--- src/rtl/mult_div_unit.sv ---
// Iterative MIPS multiply/divide owning HI/LO; 34 cycles start-to-done, one op per 35 cycles.
// No queueing: start is taken only in IDLE, MTHI/MTLO are dropped while busy or done is high.
module mult_div_unit #(
   parameter int WIDTH = 32
) (
   input  logic             clk,
   input  logic             reset_n,
   input  logic             start,
   input  logic [1:0]       op,
   input  logic [WIDTH-1:0] rs_data,
   input  logic [WIDTH-1:0] rt_data,
   input  logic             hi_we,
   input  logic             lo_we,
   input  logic [WIDTH-1:0] wdata,
   output logic             busy,
   output logic             done,
   output logic [WIDTH-1:0] hi,
   output logic [WIDTH-1:0] lo
);

   localparam int CW = $clog2(WIDTH + 1);

   typedef enum logic [1:0] {S_IDLE, S_CALC, S_FIX, S_DONE} state_t;

   state_t             state, state_nxt;
   logic [CW-1:0]      count;
   logic [2*WIDTH-1:0] prod;
   logic [WIDTH-1:0]   opb;
   logic               is_div, sign_a, sign_b, div0;

   logic               a_neg, b_neg;
   logic [WIDTH-1:0]   a_mag, b_mag;
   logic [WIDTH:0]     mul_sum;
   logic [2*WIDTH-1:0] mul_nxt;
   logic [WIDTH:0]     div_sh;
   logic [WIDTH-1:0]   div_diff;
   logic               div_ge;
   logic [2*WIDTH-1:0] div_nxt;
   logic [2*WIDTH-1:0] mul_res;
   logic [WIDTH-1:0]   rem_res, quo_res;

   // op[0]=0 selects the signed variants (MULT/DIV)
   assign a_neg = ~op[0] & rs_data[WIDTH-1];
   assign b_neg = ~op[0] & rt_data[WIDTH-1];
   assign a_mag = a_neg ? -rs_data : rs_data;
   assign b_mag = b_neg ? -rt_data : rt_data;

   assign mul_sum = {1'b0, prod[2*WIDTH-1:WIDTH]} + {1'b0, opb};
   assign mul_nxt = prod[0] ? {mul_sum, prod[WIDTH-1:1]} : {1'b0, prod[2*WIDTH-1:1]};

   // Shifted remainder needs one extra bit; when it is >= divisor the difference fits in WIDTH
   assign div_sh   = prod[2*WIDTH-1:WIDTH-1];
   assign div_ge   = div_sh >= {1'b0, opb};
   assign div_diff = div_sh[WIDTH-1:0] - opb;
   assign div_nxt  = div_ge ? {div_diff, prod[WIDTH-2:0], 1'b1}
                            : {div_sh[WIDTH-1:0], prod[WIDTH-2:0], 1'b0};

   assign mul_res = (sign_a ^ sign_b) ? -prod : prod;
   assign rem_res = sign_a ? -prod[2*WIDTH-1:WIDTH] : prod[2*WIDTH-1:WIDTH];
   assign quo_res = div0 ? {WIDTH{1'b1}}
                         : ((sign_a ^ sign_b) ? -prod[WIDTH-1:0] : prod[WIDTH-1:0]);

   always_ff @(posedge clk or negedge reset_n) begin
      if (!reset_n) state <= S_IDLE;
      else          state <= state_nxt;
   end

   always_comb begin
      state_nxt = state;
      busy      = 1'b0;
      done      = 1'b0;
      case (state)
         S_IDLE: if (start) state_nxt = S_CALC;
         S_CALC: begin
            busy = 1'b1;
            if (count == CW'(1)) state_nxt = S_FIX;
         end
         S_FIX: begin
            busy      = 1'b1;
            state_nxt = S_DONE;
         end
         S_DONE: begin
            done      = 1'b1;
            state_nxt = S_IDLE;
         end
         default: state_nxt = S_IDLE;
      endcase
   end

   always_ff @(posedge clk or negedge reset_n) begin
      if (!reset_n) begin
         hi     <= '0;
         lo     <= '0;
         count  <= '0;
         prod   <= '0;
         opb    <= '0;
         is_div <= 1'b0;
         sign_a <= 1'b0;
         sign_b <= 1'b0;
         div0   <= 1'b0;
      end else begin
         case (state)
            S_IDLE: begin
               if (hi_we) hi <= wdata;
               if (lo_we) lo <= wdata;
               if (start) begin
                  is_div <= op[1];
                  sign_a <= a_neg;
                  sign_b <= b_neg;
                  div0   <= op[1] & (rt_data == '0);
                  count  <= CW'(WIDTH);
                  // Multiply shifts the multiplier out of the low half; divide shifts the dividend
                  if (op[1]) begin
                     prod <= {{WIDTH{1'b0}}, a_mag};
                     opb  <= b_mag;
                  end else begin
                     prod <= {{WIDTH{1'b0}}, b_mag};
                     opb  <= a_mag;
                  end
               end
            end
            S_CALC: begin
               prod  <= is_div ? div_nxt : mul_nxt;
               count <= count - CW'(1);
            end
            S_FIX: begin
               if (is_div) {hi, lo} <= {rem_res, quo_res};
               else        {hi, lo} <= mul_res;
            end
            default: ;
         endcase
      end
   end

endmodule

--- config.mk ---
export PLATFORM = sky130hd
export DESIGN_NAME = mult_div_unit
export DESIGN_NICKNAME = d
export VERILOG_FILES = /design/src/rtl/mult_div_unit.sv
export SDC_FILE = /design/constraint.sdc
export NUM_CORES = 1
export LEC_CHECK = 0
export CELL_PAD_IN_SITES_DETAIL_PLACEMENT = 0
export CELL_PAD_IN_SITES_GLOBAL_PLACEMENT = 2
export CORE_MARGIN = 5
export CORE_UTILIZATION = 31
export CTS_CLUSTER_DIAMETER = 80
export DETAILED_ROUTE_END_ITERATION = 6
export HOLD_SLACK_MARGIN = 0.08
export PLACE_DENSITY = 0.83
export RECOVER_POWER = 50
export SYNTH_ARGS = -nofsm -noshare
export SYNTH_HDL_FRONTEND = slang
export SYNTH_SLANG_ARGS = --single-unit
--- constraint.sdc ---
create_clock -name clk -period 2.8 [get_ports clk]
set_input_delay 0.56 -clock clk [delete_from_list [all_inputs] [get_ports clk]]
set_output_delay 0.56 -clock clk [all_outputs]
set_load 0.02 [all_outputs]
## After elaboration in Yosys (flattened, before gate mapping)

Cells that the tools add are included.

- Register bits: 172

- Add/subtract/negate cells: 8
- $lt $le $gt $ge: 1
- Equality and inequality tests: 8
- Muxes and demuxes: 26
- Bitwise logic cells: 5
- Reductions and logical operators: 10

Operator list:

| operator | count |
|---|---|
| 32-bit 2-to-1 mux | 11 |
| 64-bit 2-to-1 mux | 5 |
| 32-bit negation | 4 |
| 32-bit case mux with 2 select lines | 2 |
| 64-bit case mux with 2 select lines | 1 |
| 64-bit negation | 1 |
| 32-bit by 32-bit adder with 33-bit output | 1 |
| 33-bit by 32-bit greater-or-equal comparator with 1-bit output | 1 |
| 32-bit logical NOT | 1 |
| 32-bit subtractor | 1 |
| 6-bit case mux with 2 select lines | 1 |
| 2-bit AND reduction | 5 |
| 2-bit != test, second input constant | 4 |
| 2-bit case mux with 4 select lines | 1 |
| 6-bit by 1-bit == test with 1-bit output, second input constant | 1 |
| 6-bit 2-to-1 mux | 1 |
| 6-bit by 1-bit subtractor with 6-bit output, second input constant | 1 |
| 2-bit == test, second input constant | 2 |
| 2-bit 2-to-1 mux | 2 |
| 2-bit nonzero test | 2 |
| 1-bit bitwise AND | 3 |
| 2-bit by 1-bit == test with 1-bit output, second input constant | 1 |
| 2-bit logical NOT | 1 |
| 1-bit 2-to-1 mux | 2 |
| 3 further kinds | 3 |

## Longest topological paths before layout

Gate-level depths: netlist (run 1).

- Depth after elaboration: 6
- Mapped depth: 14

## Least setup slack after synthesis (run 1)

Ideal clock, no wire load.

- Kind: reg2reg
- From: register prod[31]
- To: register prod[62]
- Setup time: 0.076 ns
- Data arrival time: 2.993 ns
- Data required time: 2.724 ns
- Path slack: -0.269 ns
- Cell stages (with the launch flop): 14
- Period minus slack after synthesis: 3.069 ns
- Cells stage by stage: dfrtp_1 -> inv_1 -> ha_1 -> inv_1 -> fa_1 -> a21oi_1 -> o21ai_0 -> a211oi_1 -> o31ai_1 -> a31oi_1 -> o21ai_0 -> mux2_2 -> a311o_1 -> o21ai_1

- Word-level cells in the longest chain between the ends: 4

Ends and longest elaborated chain:

| element | line | source |
|---|---|---|
| from (decl) | 27 | `logic [2*WIDTH-1:0] prod;` |
| from (signal assigned) | 114 | `prod <= {{WIDTH{1'b0}}, a_mag};` |
| from (signal assigned) | 117 | `prod <= {{WIDTH{1'b0}}, b_mag};` |
| from (signal assigned) | 123 | `prod <= is_div ? div_nxt : mul_nxt;` |
| 32-bit subtractor / 33-bit by 32-bit greater-or-equal comparator with 1-bit output (equally long branches) | 54, 53 |  |
| 64-bit 2-to-1 mux (*) | 55 | `assign div_nxt = div_ge ? {div_diff, prod[WIDTH-2:0], 1'b1}` |
| 64-bit 2-to-1 mux (*) | 123 |  |
| 64-bit case mux with 2 select lines (*) | 102 | `case (state)` |

Every way passes the cells marked *; elsewhere a longest branch is shown, timed or not.
A chain may end at the register's enable or synchronous reset.

## Worst setup path after layout (run 1)

Ends and elaborated chain as after synthesis.

==> results of run 1 <==
==> final cells by class <==
type / instances / area (um^2)
sequential: 172 / 4340
multi-input combinational: 1662 / 12000
clock buffer: 18 / 429
timing repair buffer: 672 / 5690
clock inverter: 14 / 163
inverter: 71 / 277
tap: 672 / 841
fill: 4971 / 26400
==> flip-flops by register name, indices dropped and copies added, names as in the netlist <==
register / cells
state: 2
prod: 64
sign_a: 1
opb: 32
hi: 32
count: 6
lo: 32
sign_b: 1
is_div: 1
div0: 1
==> per-layer routing <==
| metal | vias up | share of wire (%) | global-route usage (%) |
|---|---|---|---|
| met5 | - | 0 | 0 |
| met4 | 0 | 2.6 | 6.11 |
| met3 | 79 | 5.4 | 3.39 |
| met2 | 556 | 46 | 39.4 |
| met1 | 8611 | 46 | 33.8 |
| li1 | 8501 | - | - |
==> stage by stage <==
step,worst slack (ns),cell area (um^2)
floorplan,-0.0407,15700
global placement,-0.605,21300
detailed placement,-0.640,21300
CTS,-0.174,22800
global route,-0.335,23700
finish,-0.184,23700
==> power groups by stage <==
stage | combinational (mW) | clock [mW] | sequential [mW]
floorplan | 11.1 | 0 | 4.96
global placement | 20.9 | 0 | 4.66
detailed placement | 21.0 | 0 | 4.70
CTS | 22.6 | 2.54 | 4.73
global route | 26.1 | 2.62 | 4.89
finish | 24.5 | 2.49 | 4.79
==> repair_timing <==
action / 4_1_cts / 5_1_grt
cloned: 1 / 3
endpoints found under the setup margin: 70 / 85
setup buffers: 23 / 30
pin swaps: 103 / 111
resized for setup: 175 / 202
==> logic make-up after synthesis <==
group | synth area share [%]
compound gates | 28.5
xor+xnor | 9.46
fa+ha+maj | 6.17
buf+inv | 5.06
flops | 27.5
mux | 4.24
simple gates | 19.0
==> cell usage in the layout, fill, tap and decap left out, types with 14 or more instances in the layout <==
cell and n:
clkbuf_16 19, inv_1 49, nor4_1 14, a31oi_1 17
ha_1 41, or3_1 14, o21ai_0 142, nor3_1 38
nand3_1 20, a211oi_1 34, xnor2_1 75, xor2_1 86
inv_2 18, nor2_1 165, mux2_2 23, a21oi_2 18
buf_6 23, nand2_1 231, a21oi_1 171, a21o_1 32
o21ai_2 20, dfrtp_2 27, o31ai_1 24, nor2b_1 16
nand2b_1 18, mux2i_1 33, nand2_2 17, ha_4 30
o21ai_1 56, buf_4 462, o22ai_1 37, dfrtp_1 144
clkdlybuf4s50_1 158, o211ai_1 15
==> critical path, stage by stage, from the launching register on <==
cell and delay, ns:
dfrtp_1 0.40, inv_2 0.11, ha_4 0.16, inv_2 0.04, fa_2 0.36, a21oi_4 0.18
o21ai_4 0.10, a211oi_2 0.21, buf_4 0.20, o31ai_4 0.10, a31oi_4 0.22, o21ai_2 0.10
mux2_4 0.30, a311o_1 0.34, o21ai_1 0.11
==> how the worst min path moves through the flow <==
| stage | from | endpoint | slack [ns] | depth (start not counted) |
|---|---|---|---|---|
| floorplan | reset_n | count[0] | 0.26 | 0 |
| detailed placement | hi[2] | hi[2] | 0.47 | 2 |
| finish | lo[25] | lo[25] | 0.48 | 2 |
| global placement | lo[24] | lo[24] | 0.46 | 2 |
| CTS | reset_n | lo[8] | 0.12 | 1 |
| global route | lo[25] | lo[25] | 0.51 | 2 |
==> impl_metrics.json, run 1 <==
{
  "synth_seq_cells": 172,
  "first_global_vias": 17056,
  "reg2reg_slack_ns": -0.18,
  "synth_top_area_share_pct": 27.5,
  "gr-total-overflow": 0,
  "syn_avg_cell_area_um2": 7.67,
  "ios": 169,
  "die_w_um": 235,
  "synth_area_leaders": "dfrtp_1 27%, o21ai_0 6.6%, a21oi_1 6.1%",
  "leakagePower_nw": 10.2,
  "dieArea_um2": 55100,
  "ant_nets": 0,
  "cts_tree": "yes",
  "fin_util_pct": 47.3,
  "drv_cap": 1,
  "clock_path_buffers": 2,
  "dp.cells": 3197,
  "setup-tns-final_ns": -3.35,
  "syn_inst": 2040,
  "rsz0062_at_grt": "yes",
  "cts_max_level": 4,
  "globalplace.congestion": 0.943,
  "drive_gt1_share_pct": 32.2,
  "p_switching_mw": 15.8,
  "clock_latency_ns": 0.49,
  "setup_viol": 41,
  "hp-class": "reg2reg",
  "worst_setup_path_start_kind": "register",
  "required_ns": 3.20,
  "fmax_mhz": 335,
  "relSlewSlack_pct": -30.0,
  "async_flop_share_pct": 100,
  "intPower_mw": 16.0,
  "grt_pass1_wl_um": 105000,
  "layout.nets": 2775,
  "p_seq_share_pct": 15.1,
  "synth.most_common_cell": "nand2_1",
  "violations": "max-capacitance violations, max-slew violations, negative setup slack",
  "synth_flop_cell": "dfrtp_1",
  "cp_max_fo": 4,
  "cts_buffers": 17,
  "synth-edff-count": 0,
  "clk_pin_slew_ns": 0.07,
  "core_area_um2": 50100,
  "antenna_found_initial": 0,
  "dr.pass1.iters": 5,
  "grt_use_total_pct": 24.1,
  "slew_viol_final": 73,
  "remaining_drc_errors": 0,
  "drtIter0Drc": 1389,
  "cp.arrival_ns": 3.39,
  "post-route-min-period_ns": 2.98,
  "ctsHoldBuffers": 0,
  "fin_skew_ns": 0.0256,
  "netlist_area_um2": 15700,
  "final_hold_viol_count": 0,
  "yosysWarningCount": 0,
  "synth.distinct_cells": 83,
  "crit-reg2reg-capture": "prod[62]",
  "root_buffer": "clkbuf_16",
  "vias": 17747,
  "tightest_slew_ns": 1.95,
  "synth_fp_nets": 2219,
  "num_antenna_cells": 0,
  "yosysSeqAreaShare_pct": 27.5,
  "power.density_nw_per_um2": 1340,
  "synth.largest_area_cell": "dfrtp_1",
  "period_share_pct": 107,
  "worst-setup-path-type": "reg2reg",
  "via_per_inst": 5.41,
  "synth_common_cells": "252 x nand2_1, 206 x o21ai_0, 192 x a21oi_1, 172 x dfrtp_1, 172 x nor2_1",
  "r2r-start": "prod[31]",
  "ir_worst_vdd_mv": 0.640,
  "die_h_um": 235,
  "hpwl_um": 56400,
  "pwr-share-comb_pct": 77.1,
  "portBuffers": 168,
  "fin_cells": 3281,
  "setup_ws_ns": -0.184,
  "status": "finished with violations",
  "drt-total-wl_um": 70700,
  "std_cell_rows": 82,
  "critPathCapture": "prod[62]",
  "initial_core_util_pct": 31.3,
  "rr_worst_depth": 14,
  "power_mw": 31.7,
  "area_delta_synth_final_pct": 51.4,
  "cts_sinks": 172,
  "hold_ws_ns": 0.480,
  "wire_per_inst_um": 21.5,
  "worst_setup_path_end_kind": "register",
  "swShare_pct": 49.6,
  "clock_power_share_pct": 7.9,
  "crit_start": "prod[31]",
  "grt_max_degree": 95
}
Power figures use the tool's default switching activity.
==> run 2, diff against run 1 <==
--- a/config.mk
+++ b/config.mk
@@ -14,6 +14,7 @@
 export HOLD_SLACK_MARGIN = 0.08
 export PLACE_DENSITY = 0.83
 export RECOVER_POWER = 50
+export SLEW_MARGIN = 30
 export SYNTH_ARGS = -nofsm -noshare
 export SYNTH_HDL_FRONTEND = slang
 export SYNTH_SLANG_ARGS = --single-unit
==> run 2 against run 1 <==
Compared with the run above: the flow still finishes with violations (max-capacitance violations, max-slew violations, negative setup slack); core utilization is 0.23 points lower; flip-flop and latch count stayed put; hold slack about the same; first-iteration DRC count down 2.7%; via count fell by 0.92%; setup slack worse by 0.051 ns; critical path depth fell by 1; clock skew is 0.0066 ns lower; power decreased by 0.55%.
==> impl_metrics.json, run 2 (synthesized netlist as in run 1, its figures left out) <==
{
  "drive_gt1_share_pct": 31.6,
  "final_common_cell": "buf_4",
  "cp_slowest_stage_delay_ns": 0.48,
  "status": "finished with violations",
  "worst_setup_path_end_kind": "register",
  "std_cell_rows": 82,
  "r2r-start": "prod[32]",
  "ctsHoldBuffers": 0,
  "antenna_found_initial": 0,
  "cts_max_level": 4,
  "p_switching_mw": 15.7,
  "intPower_mw": 15.8,
  "drtIter0Drc": 1352,
  "cp.arrival_ns": 3.44,
  "layout.nets": 2771,
  "reg2reg_slack_ns": -0.23,
  "dr.pass1.iters": 7,
  "leakagePower_nw": 10.2,
  "required_ns": 3.21,
  "crit_slowest_cell": "dfrtp_2",
  "clock_path_buffers": 2,
  "drv_cap": 1,
  "cp_max_fo": 5,
  "slew_viol_final": 73,
  "ios": 169,
  "hp-class": "reg2reg",
  "wire_per_inst_um": 21.5,
  "largest_reg_flops": 64,
  "relSlewSlack_pct": -30.6,
  "initial_core_util_pct": 31.3,
  "mostFrequentLayoutCells": "462 x buf_4, 234 x nand2_1, 169 x a21oi_1",
  "drt-total-wl_um": 70600,
  "hpwl_um": 56400,
  "first_global_vias": 17027,
  "cp.depth": 13,
  "cts_buffers": 17,
  "swShare_pct": 49.9,
  "rsz0062_at_grt": "yes",
  "violations": "max-capacitance violations, max-slew violations, negative setup slack",
  "pwr-share-comb_pct": 77.2,
  "cp_num_buf_inv": 3,
  "clock_power_share_pct": 7.8,
  "crit-reg2reg-capture": "prod[62]",
  "power.density_nw_per_um2": 1340,
  "grt_pass1_wl_um": 105000,
  "tightest_slew_ns": 1.96,
  "setup_ws_ns": -0.235,
  "setup_viol": 37,
  "clock_latency_ns": 0.49,
  "cts_tree": "yes",
  "crit_chain": "buf_4, fa_2, a21oi_2, o21ai_2, a211oi_2, buf_4, buf_12, o31ai_4, a31oi_4, o21ai_2, mux2_4, a311o_1, o21ai_1",
  "portBuffers": 168,
  "final_hold_viol_count": 0,
  "final_area_um2": 23600,
  "rr_worst_depth": 13,
  "remaining_drc_errors": 0,
  "vias": 17584,
  "dieArea_um2": 55100,
  "fin_skew_ns": 0.0190,
  "crit_start": "prod[32]",
  "hold_ws_ns": 0.480,
  "core_area_um2": 50100,
  "period_share_pct": 108,
  "cts_sinks": 172,
  "cpLargestDelayFamily": "compound AO/OA/AOI/OAI gates",
  "grt_use_total_pct": 24.1,
  "area_delta_synth_final_pct": 50.7,
  "setup-tns-final_ns": -3.76,
  "via_per_inst": 5.36,
  "placed_area_um2": 21300,
  "globalplace.congestion": 0.943,
  "gr-total-overflow": 0,
  "post-route-min-period_ns": 3.03,
  "grt_max_degree": 95,
  "fmax_mhz": 329,
  "p_seq_share_pct": 15.0,
  "die_h_um": 235,
  "largest-register": "prod",
  "ant_nets": 0,
  "root_buffer": "clkbuf_16",
  "die_w_um": 235,
  "clk_pin_slew_ns": 0.08,
  "critPathCapture": "prod[62]",
  "worst-setup-path-type": "reg2reg",
  "worst_setup_path_start_kind": "register",
  "ir_worst_vdd_mv": 0.678
}
[run 2: cell count changes in the layout (fill, tap and decap cells not counted), sizes merged]
cell and change:
bufinv -1, clkdlybuf4s50 -1, diode +2, clkinvlp -1
inv -3, clkdlybuf4s15 -2, clkinv +6, dlygate4sd2 +2
dlymetal6s2s +1, buf -5
[run 2: through the flow]
stage                     power, mW  util, %  std cells  setup WS [ns]
after floorplan                16.1        -       2040        -0.0407
after global placement         25.5     42.5       3197         -0.605
after detailed placement       25.7     42.5       3197         -0.643
after CTS                      29.5     45.2       3247         -0.177
after global routing           33.5     47.1       3277         -0.347
final                          31.6     47.1       3279         -0.235
[run 2: worst min-delay path: stages (launching register included)]
cell	delay, ns
dfrtp_1	0.35
nand2_1	0.04
o21ai_0	0.06
[run 2: worst min-delay path by stage]
stage,from,to,slack (ns),depth (start not counted)
finish,lo[25],lo[25],0.48,2
global placement,lo[24],lo[24],0.46,2
CTS,reset_n,lo[8],0.12,1
detailed placement,hi[2],hi[2],0.47,2
floorplan,reset_n,count[0],0.26,0
global route,lo[25],lo[25],0.51,2
[run 2: power by group through the flow]
stage / registers, mW / clock network [mW] / logic (mW)
finish: 4.75 / 2.45 / 24.4
global route: 4.86 / 2.61 / 26.0
CTS: 4.71 / 2.50 / 22.3
detailed placement: 4.70 / 0 / 21.0
global placement: 4.66 / 0 / 20.9
floorplan: 4.96 / 0 / 11.1
[run 2: timing repair]
item,4_1_cts,5_1_grt
buffers inserted,19,31
hold endpoints to repair,0,0
cloned,0,4
gates resized for setup,158,195
setup endpoints to repair,69,86
pin swaps,81,137
[run 2: area by class of cell]
class,count,area (um^2)
Fill cell,5007,26500
Sequential cell,172,4340
Multi-Input combinational cell,1662,11900
Antenna cell,2,5.00
Clock inverter,15,170
Tap cell,672,841
Inverter,71,272
Clock buffer,17,425
Timing Repair Buffer,668,5650
[run 2: routing by layer]
layer / wire (um) / global-route usage, %
met5: 0 / 0
met4: 2670 / 8.60
met3: 3950 / 4.43
met2: 32100 / 38.2
met1: 31900 / 33.2
